$ cat src/rtl/inst_mem_pkg.sv
// Shared types and the power-on program image for the instruction memory.
package inst_mem_pkg;

  localparam int IMG_LEN = 12;

  typedef enum logic [1:0] {RUN, DRAIN, LOAD} state_e;

  function automatic logic [31:0] default_image(input int unsigned idx);
    logic [31:0] w;
    case (idx)
      0:       w = 32'h24010001;
      1:       w = 32'h00011100;
      2:       w = 32'h00411821;
      3:       w = 32'h00022082;
      4:       w = 32'h00642823;
      5:       w = 32'hAC250013;
      6:       w = 32'h00A23027;
      7:       w = 32'h00C33825;
      8:       w = 32'h00E64026;
      9:       w = 32'hAC08001C;
      10:      w = 32'h00C7482A;
      11:      w = 32'h08000000;
      default: w = 32'h0;
    endcase
    return w;
  endfunction

endpackage

$ cat src/rtl/inst_mem_sync_if.sv
// Fetch request / response handshake between the fetch stage (master) and memory (slave).
interface inst_mem_sync_if #(
  parameter int ADDR_W = 5,
  parameter int DATA_W = 32
);
  logic              fetch_req;
  logic [ADDR_W-1:0] fetch_addr;
  logic              fetch_ready;
  logic              rsp_valid;
  logic [DATA_W-1:0] rsp_inst;
  logic              rsp_err;
  logic              rsp_ready;

  modport master (
    output fetch_req, fetch_addr, rsp_ready,
    input  fetch_ready, rsp_valid, rsp_inst, rsp_err
  );

  modport slave (
    input  fetch_req, fetch_addr, rsp_ready,
    output fetch_ready, rsp_valid, rsp_inst, rsp_err
  );
endinterface

$ cat src/rtl/inst_mem_rsp_reg.sv
// One-entry response register: holds data under back-pressure, reloads back-to-back when consumed.
module inst_mem_rsp_reg #(
  parameter int DATA_W = 32
) (
  input  logic              clk,
  input  logic              rst,
  input  logic              load,
  input  logic [DATA_W-1:0] load_data,
  input  logic              load_err,
  input  logic              rsp_ready,
  output logic              rsp_valid,
  output logic [DATA_W-1:0] rsp_data,
  output logic              rsp_err,
  output logic              free
);
  logic              valid_q, valid_d;
  logic [DATA_W-1:0] data_q, data_d;
  logic              err_q, err_d;

  // load is only raised by the owner while free is high
  always_comb begin
    valid_d = valid_q;
    data_d  = data_q;
    err_d   = err_q;
    if (load) begin
      valid_d = 1'b1;
      data_d  = load_data;
      err_d   = load_err;
    end else if (rsp_ready) begin
      valid_d = 1'b0;
    end
  end

  always_ff @(posedge clk or posedge rst) begin
    if (rst) begin
      valid_q <= 1'b0;
      data_q  <= '0;
      err_q   <= 1'b0;
    end else begin
      valid_q <= valid_d;
      data_q  <= data_d;
      err_q   <= err_d;
    end
  end

  assign rsp_valid = valid_q;
  assign rsp_data  = data_q;
  assign rsp_err   = err_q;
  assign free      = !valid_q || rsp_ready;
endmodule

$ cat src/rtl/inst_mem_sync.sv
// Synchronous instruction memory with 1-cycle fetch latency and range flagging.
// INST_MEM_LOAD_EN builds the run-time loader port and the RUN/DRAIN/LOAD sequencer.
module inst_mem_sync
  import inst_mem_pkg::*;
#(
  parameter int ADDR_W = 5,
  parameter int DATA_W = 32,
  parameter int DEPTH  = 20
) (
  input  logic               clk,
  input  logic               rst,
  inst_mem_sync_if.slave     bus,
`ifdef INST_MEM_LOAD_EN
  input  logic               load_start,
  input  logic               load_done,
  input  logic               load_we,
  input  logic [ADDR_W-1:0]  load_addr,
  input  logic [DATA_W-1:0]  load_data,
  output logic               load_busy,
`endif
  output logic [15:0]        fetch_cnt
);
  localparam logic [ADDR_W:0] DEPTH_L = (ADDR_W+1)'(DEPTH);

  logic              rsp_free;
  logic              accept;
  logic              rd_err;
  logic [DATA_W-1:0] rd_word;
  logic [15:0]       fetch_cnt_q, fetch_cnt_d;

  assign rd_err = ({1'b0, bus.fetch_addr} >= DEPTH_L);

`ifdef INST_MEM_LOAD_EN
  state_e            state_q, state_d;
  logic              load_busy_q, load_busy_d;
  logic              load_wr;
  logic [DATA_W-1:0] mem_q [DEPTH];
  logic [DATA_W-1:0] mem_d [DEPTH];

  assign bus.fetch_ready = (state_q == RUN) && rsp_free;
  // a coincident load_start wins over the fetch
  assign accept  = bus.fetch_req && bus.fetch_ready && !load_start;
  assign load_wr = (state_q == LOAD) && load_we && ({1'b0, load_addr} < DEPTH_L);

  always_comb begin
    state_d = state_q;
    case (state_q)
      RUN:     if (load_start) state_d = (bus.rsp_valid && !bus.rsp_ready) ? DRAIN : LOAD;
      DRAIN:   if (bus.rsp_ready) state_d = LOAD;
      LOAD:    if (load_done) state_d = RUN;
      default: state_d = RUN;
    endcase
    load_busy_d = (state_d != RUN);
  end

  always_comb begin
    mem_d = mem_q;
    if (load_wr) mem_d[load_addr] = load_data;
  end

  always_ff @(posedge clk or posedge rst) begin
    if (rst) begin
      state_q     <= RUN;
      load_busy_q <= 1'b0;
      for (int i = 0; i < DEPTH; i++) mem_q[i] <= DATA_W'(default_image(unsigned'(i)));
    end else begin
      state_q     <= state_d;
      load_busy_q <= load_busy_d;
      mem_q       <= mem_d;
    end
  end

  assign load_busy = load_busy_q;
  assign rd_word   = rd_err ? '0 : mem_q[bus.fetch_addr];
`else
  assign bus.fetch_ready = rsp_free;
  assign accept          = bus.fetch_req && bus.fetch_ready;
  assign rd_word         = rd_err ? '0 : DATA_W'(default_image(32'(bus.fetch_addr)));
`endif

  inst_mem_rsp_reg #(.DATA_W(DATA_W)) u_rsp (
    .clk       (clk),
    .rst       (rst),
    .load      (accept),
    .load_data (rd_word),
    .load_err  (rd_err),
    .rsp_ready (bus.rsp_ready),
    .rsp_valid (bus.rsp_valid),
    .rsp_data  (bus.rsp_inst),
    .rsp_err   (bus.rsp_err),
    .free      (rsp_free)
  );

  always_comb begin
    fetch_cnt_d = fetch_cnt_q;
    if (accept) fetch_cnt_d = fetch_cnt_q + 16'd1;
  end

  always_ff @(posedge clk or posedge rst) begin
    if (rst) fetch_cnt_q <= '0;
    else     fetch_cnt_q <= fetch_cnt_d;
  end

  assign fetch_cnt = fetch_cnt_q;
endmodule
$ cat src/flat_wrapper.sv
// flat-port wrapper written by rule: the top's interface ports become plain ports
module inst_mem_sync_flat import inst_mem_pkg::*;
#(
  parameter int ADDR_W = 5,
  parameter int DATA_W = 32,
  parameter int DEPTH  = 20
)
  (clk, rst, fetch_cnt, bus_fetch_req, bus_fetch_addr, bus_rsp_ready, bus_fetch_ready, bus_rsp_valid, bus_rsp_inst, bus_rsp_err);
  inst_mem_sync_if #(.ADDR_W(ADDR_W), .DATA_W(DATA_W)) bus_i ();
  input  logic clk;
  input  logic rst;
  output logic [15:0] fetch_cnt;
  input wire logic [$bits(bus_i.fetch_req)-1:0] bus_fetch_req;
  input wire logic [$bits(bus_i.fetch_addr)-1:0] bus_fetch_addr;
  input wire logic [$bits(bus_i.rsp_ready)-1:0] bus_rsp_ready;
  output wire logic [$bits(bus_i.fetch_ready)-1:0] bus_fetch_ready;
  output wire logic [$bits(bus_i.rsp_valid)-1:0] bus_rsp_valid;
  output wire logic [$bits(bus_i.rsp_inst)-1:0] bus_rsp_inst;
  output wire logic [$bits(bus_i.rsp_err)-1:0] bus_rsp_err;
  assign bus_i.fetch_req = bus_fetch_req;
  assign bus_i.fetch_addr = bus_fetch_addr;
  assign bus_i.rsp_ready = bus_rsp_ready;
  assign bus_fetch_ready = bus_i.fetch_ready;
  assign bus_rsp_valid = bus_i.rsp_valid;
  assign bus_rsp_inst = bus_i.rsp_inst;
  assign bus_rsp_err = bus_i.rsp_err;
  inst_mem_sync #(.ADDR_W(ADDR_W), .DATA_W(DATA_W), .DEPTH(DEPTH)) u_core (.clk(clk), .rst(rst), .bus(bus_i), .fetch_cnt(fetch_cnt));
endmodule
$ cat config.mk
export PLATFORM = sky130hd
export DESIGN_NAME = inst_mem_sync_flat
export DESIGN_NICKNAME = d
export VERILOG_FILES = /design/src/rtl/inst_mem_pkg.sv /design/src/rtl/inst_mem_sync_if.sv /design/src/rtl/inst_mem_rsp_reg.sv /design/src/rtl/inst_mem_sync.sv /design/src/flat_wrapper.sv
export SDC_FILE = /design/constraint.sdc
export NUM_CORES = 1
export LEC_CHECK = 0
export BUFFER_PORTS_ARGS = -buffer_cell sky130_fd_sc_hd__buf_2
export CELL_PAD_IN_SITES_DETAIL_PLACEMENT = 1
export CELL_PAD_IN_SITES_GLOBAL_PLACEMENT = 2
export CORE_ASPECT_RATIO = 0.5
export CORE_UTILIZATION = 38
export CTS_BUF_LIST = sky130_fd_sc_hd__clkbuf_16
export DETAILED_ROUTE_END_ITERATION = 16
export GPL_TIMING_DRIVEN = 0
export MAX_ROUTING_LAYER = met4
export PLACE_DENSITY = 0.83
export SETUP_SLACK_MARGIN = 0.15
export SYNTH_ARGS = -nofsm -noshare
export SYNTH_HDL_FRONTEND = slang
export SYNTH_HIERARCHICAL = 1
export SYNTH_SLANG_ARGS = --single-unit
$ cat constraint.sdc
create_clock -name clk -period 3.29 [get_ports clk]
set_input_delay 0.4935 -clock clk [delete_from_list [all_inputs] [get_ports clk]]
set_output_delay 0.4935 -clock clk [all_outputs]
set_load 0.1 [all_outputs]
==> run metrics <==
status finished, final reports clean; most instantiated cells after synthesis 50 x dfrtp_1, 29 x mux2_4, 24 x nor2_1; crit path from u_core/u_rsp/rsp_valid$_DFFE_PP0P_; setup slack at placement between 1 and 1.5 ns; Final setup viols 0; met3 usage between 4 and 5%; total gr overflow 0; fin cells 370; top cell type's share of synthesized area 48.9%; Post-DRT Antenna Nets 0; vias post-DR 1744; Max VDD drop approximately 0.22 mV; Max H-tree Level 2; CTS buffer count 5; # nets final ~300; RR Startpoint u_core/u_rsp/rsp_valid$_DFFE_PP0P_; CP endpoint kind output port; fmax 554 MHz; area leader, netlist dfrtp_1; share of cells above drive strength 1 39.0%; Final Hold Fails 0; Avg WL per Cell approximately 15 µm; Die H 60.0 µm; Iteration-0 DRC Markers 74; sum of negative setup slack 0 ns; sequential share of the synthesized area 48.9%; maxcap violations 0; unrepaired setup endpoints after global routing false; Max Slew Vio Count 0; worst hold path type in2async; Mapped Area roughly 2600 µm²; Worst-Margin Slew ~0.75 ns; Setup CP Type reg2out; Clk pin slew, worst setup/hold paths around 0.060 ns; power density cells ~700 nW/µm²; Synth warnings 6; CTS max path bufs 2; LEAKAGE around 1.6 nW; Inst Count DP between 300 and 400; met1 Resource Use GR ~22%; Worst setup SP type flip-flop; final critical-path required period roughly 1.8 ns; starting density of the core between 40% and 50%; HPWL Detailed around 4.1 mm; Syn Inst Count around 210; Setup Buffers After CTS 0; GR Layer Usage met2 30.4%; clock skew roughly 0.0021 ns; Top FF cell, synth dfrtp_1; CTS tree done; CP Data Arrival Time approximately 1.3 ns; worst skew pair latency 0.28 ns; Die Width about 120 µm; die area 7090 µm²; IO Pins 60; Clock Sink Count 50; Distinct cells, synth 33; DRC 0; synthesis-to-finish area growth 22.1%; Final WS setup about 1.5 ns; top post-synthesis cells by area dfrtp_1 49%, mux2_4 17%, nor2_1 3.5%; Inserted Diodes 0; vias per inst around 4.7; I/O Buffers 58; hold_buf cts 0; GRT Resource Usage Total around 18%; most common cell in the synthesized netlist dfrtp_1; wire length of the first global-routing pass between 9 and 10 mm; final wirelength 5.48 mm; Yosys reg bits 50; Async SR Flop Fraction 100%; Post-Syn Area per Cell between 10 and 15 µm²; fin crit share between 50% and 60%; total iterations of the first detailed-routing run 4; initial antenna violation count 0; Post-CTS Resized 0; gr busiest metal met2; largest net degree at the start of global routing 35; critical path fanouts, max 5; row count 20; Root Driver clkbuf_16; Slew HR between 50% and 60%; Post-synth EDFFs 0; CP required between 2 and 3 ns; RePlAce Congestion around 0.88; vias in the first global route about 1900; core footprint 6280 µm²
-- report_power, final --
group / internal (mW) / switching (mW) / leakage, nW / total, mW
clock: 0.275 / 0.209 / 0.0671 / 0.484
sequential: 0.695 / 0.0699 / 0.643 / 0.765
combinational: 0.186 / 0.745 / 0.915 / 0.931
total: 1.16 / 1.02 / 1.62 / 2.18
-- layout make-up --
type	count	area [µm²]
flip-flops and latches	50	1250
well taps	88	110
multi-input cells	148	1210
repair buffers	58	290
clock buffers	5	125
plain buffers	9	92.6
inverters	10	37.5
fillers	697	3150
clock inverters	2	11.3
-- cell usage in the layout (no fill, tap or decap), types with 2 or more instances in the layout --
master and count:
buf_2 59, dfrtp_1 50, mux2_4 29, nor2_1 24, inv_1 10, nand2_1 10, xnor2_1 10, nand2b_1 10
a21oi_1 10, conb_1 9, ha_1 7, mux2_2 6, clkbuf_16 5, xor2_1 5, nand3_1 4, nor3_1 4
clkbuf_1 3, o21ai_0 3, buf_12 3, and4_1 2, a31oi_1 2, nor2b_1 2, a211oi_1 2
-- kinds of logic after synthesis --
kind of cell    after synthesis  synth area share, %
buf+inv                      19                 5.08
compound gates               18                 3.91
flops                        50                 48.9
other cells                   1                0.146
xor+xnor                     15                 5.13
mux                          35                 19.6
fa+ha+maj                     7                 3.42
simple gates                 64                 13.8
-- metal layers --
| layer | vias up | wire length [µm] |
|---|---|---|
| met3 | 4 | 207 |
| met5 | - | 0 |
| met2 | 38 | 2640 |
| met1 | 867 | 2590 |
| met4 | 0 | 42 |
| li1 | 835 | - |
-- flip-flops by register name, indices dropped and copies added, names as in the netlist --
name and cells:
u_core/u_rsp/rsp_err 1, u_core/fetch_cnt 16, u_core/u_rsp/rsp_data 32, u_core/u_rsp/rsp_valid 1
-- through the flow --
step | utilization, % | hold WS, ns | cell area (µm²) | power, mW
floorplan | - | 0.407 | 2590 | 1.56
global placement | 47.6 | 0.454 | 2990 | 1.69
detailed placement | 47.6 | 0.452 | 2990 | 1.71
CTS | 49.8 | 0.306 | 3130 | 2.21
global route | 49.8 | 0.343 | 3130 | 2.28
finish | 49.8 | 0.295 | 3130 | 2.18
-- critical path, cell delays in order (launching register included) --
cell	delay, ns
dfrtp_1	0.38
nand2b_1	0.18
buf_2	0.47
-- path summary, 6_finish.rpt --
path	to	slack (ns)	cells past startpoint
min in group clk	u_core/fetch_cnt[15]$_DFFE_PP0P_	0.46	1
max in group asynchronous	u_core/u_rsp/rsp_data[22]$_DFFE_PP0P_	2.47	2
min reg2reg	u_core/fetch_cnt[15]$_DFFE_PP0P_	0.46	1
max	bus_fetch_ready	1.49	2
max reg2reg	u_core/u_rsp/rsp_data[30]$_DFFE_PP0P_	1.74	6
min	u_core/fetch_cnt[13]$_DFFE_PP0P_	0.30	2
Power figures use the tool's default switching activity.
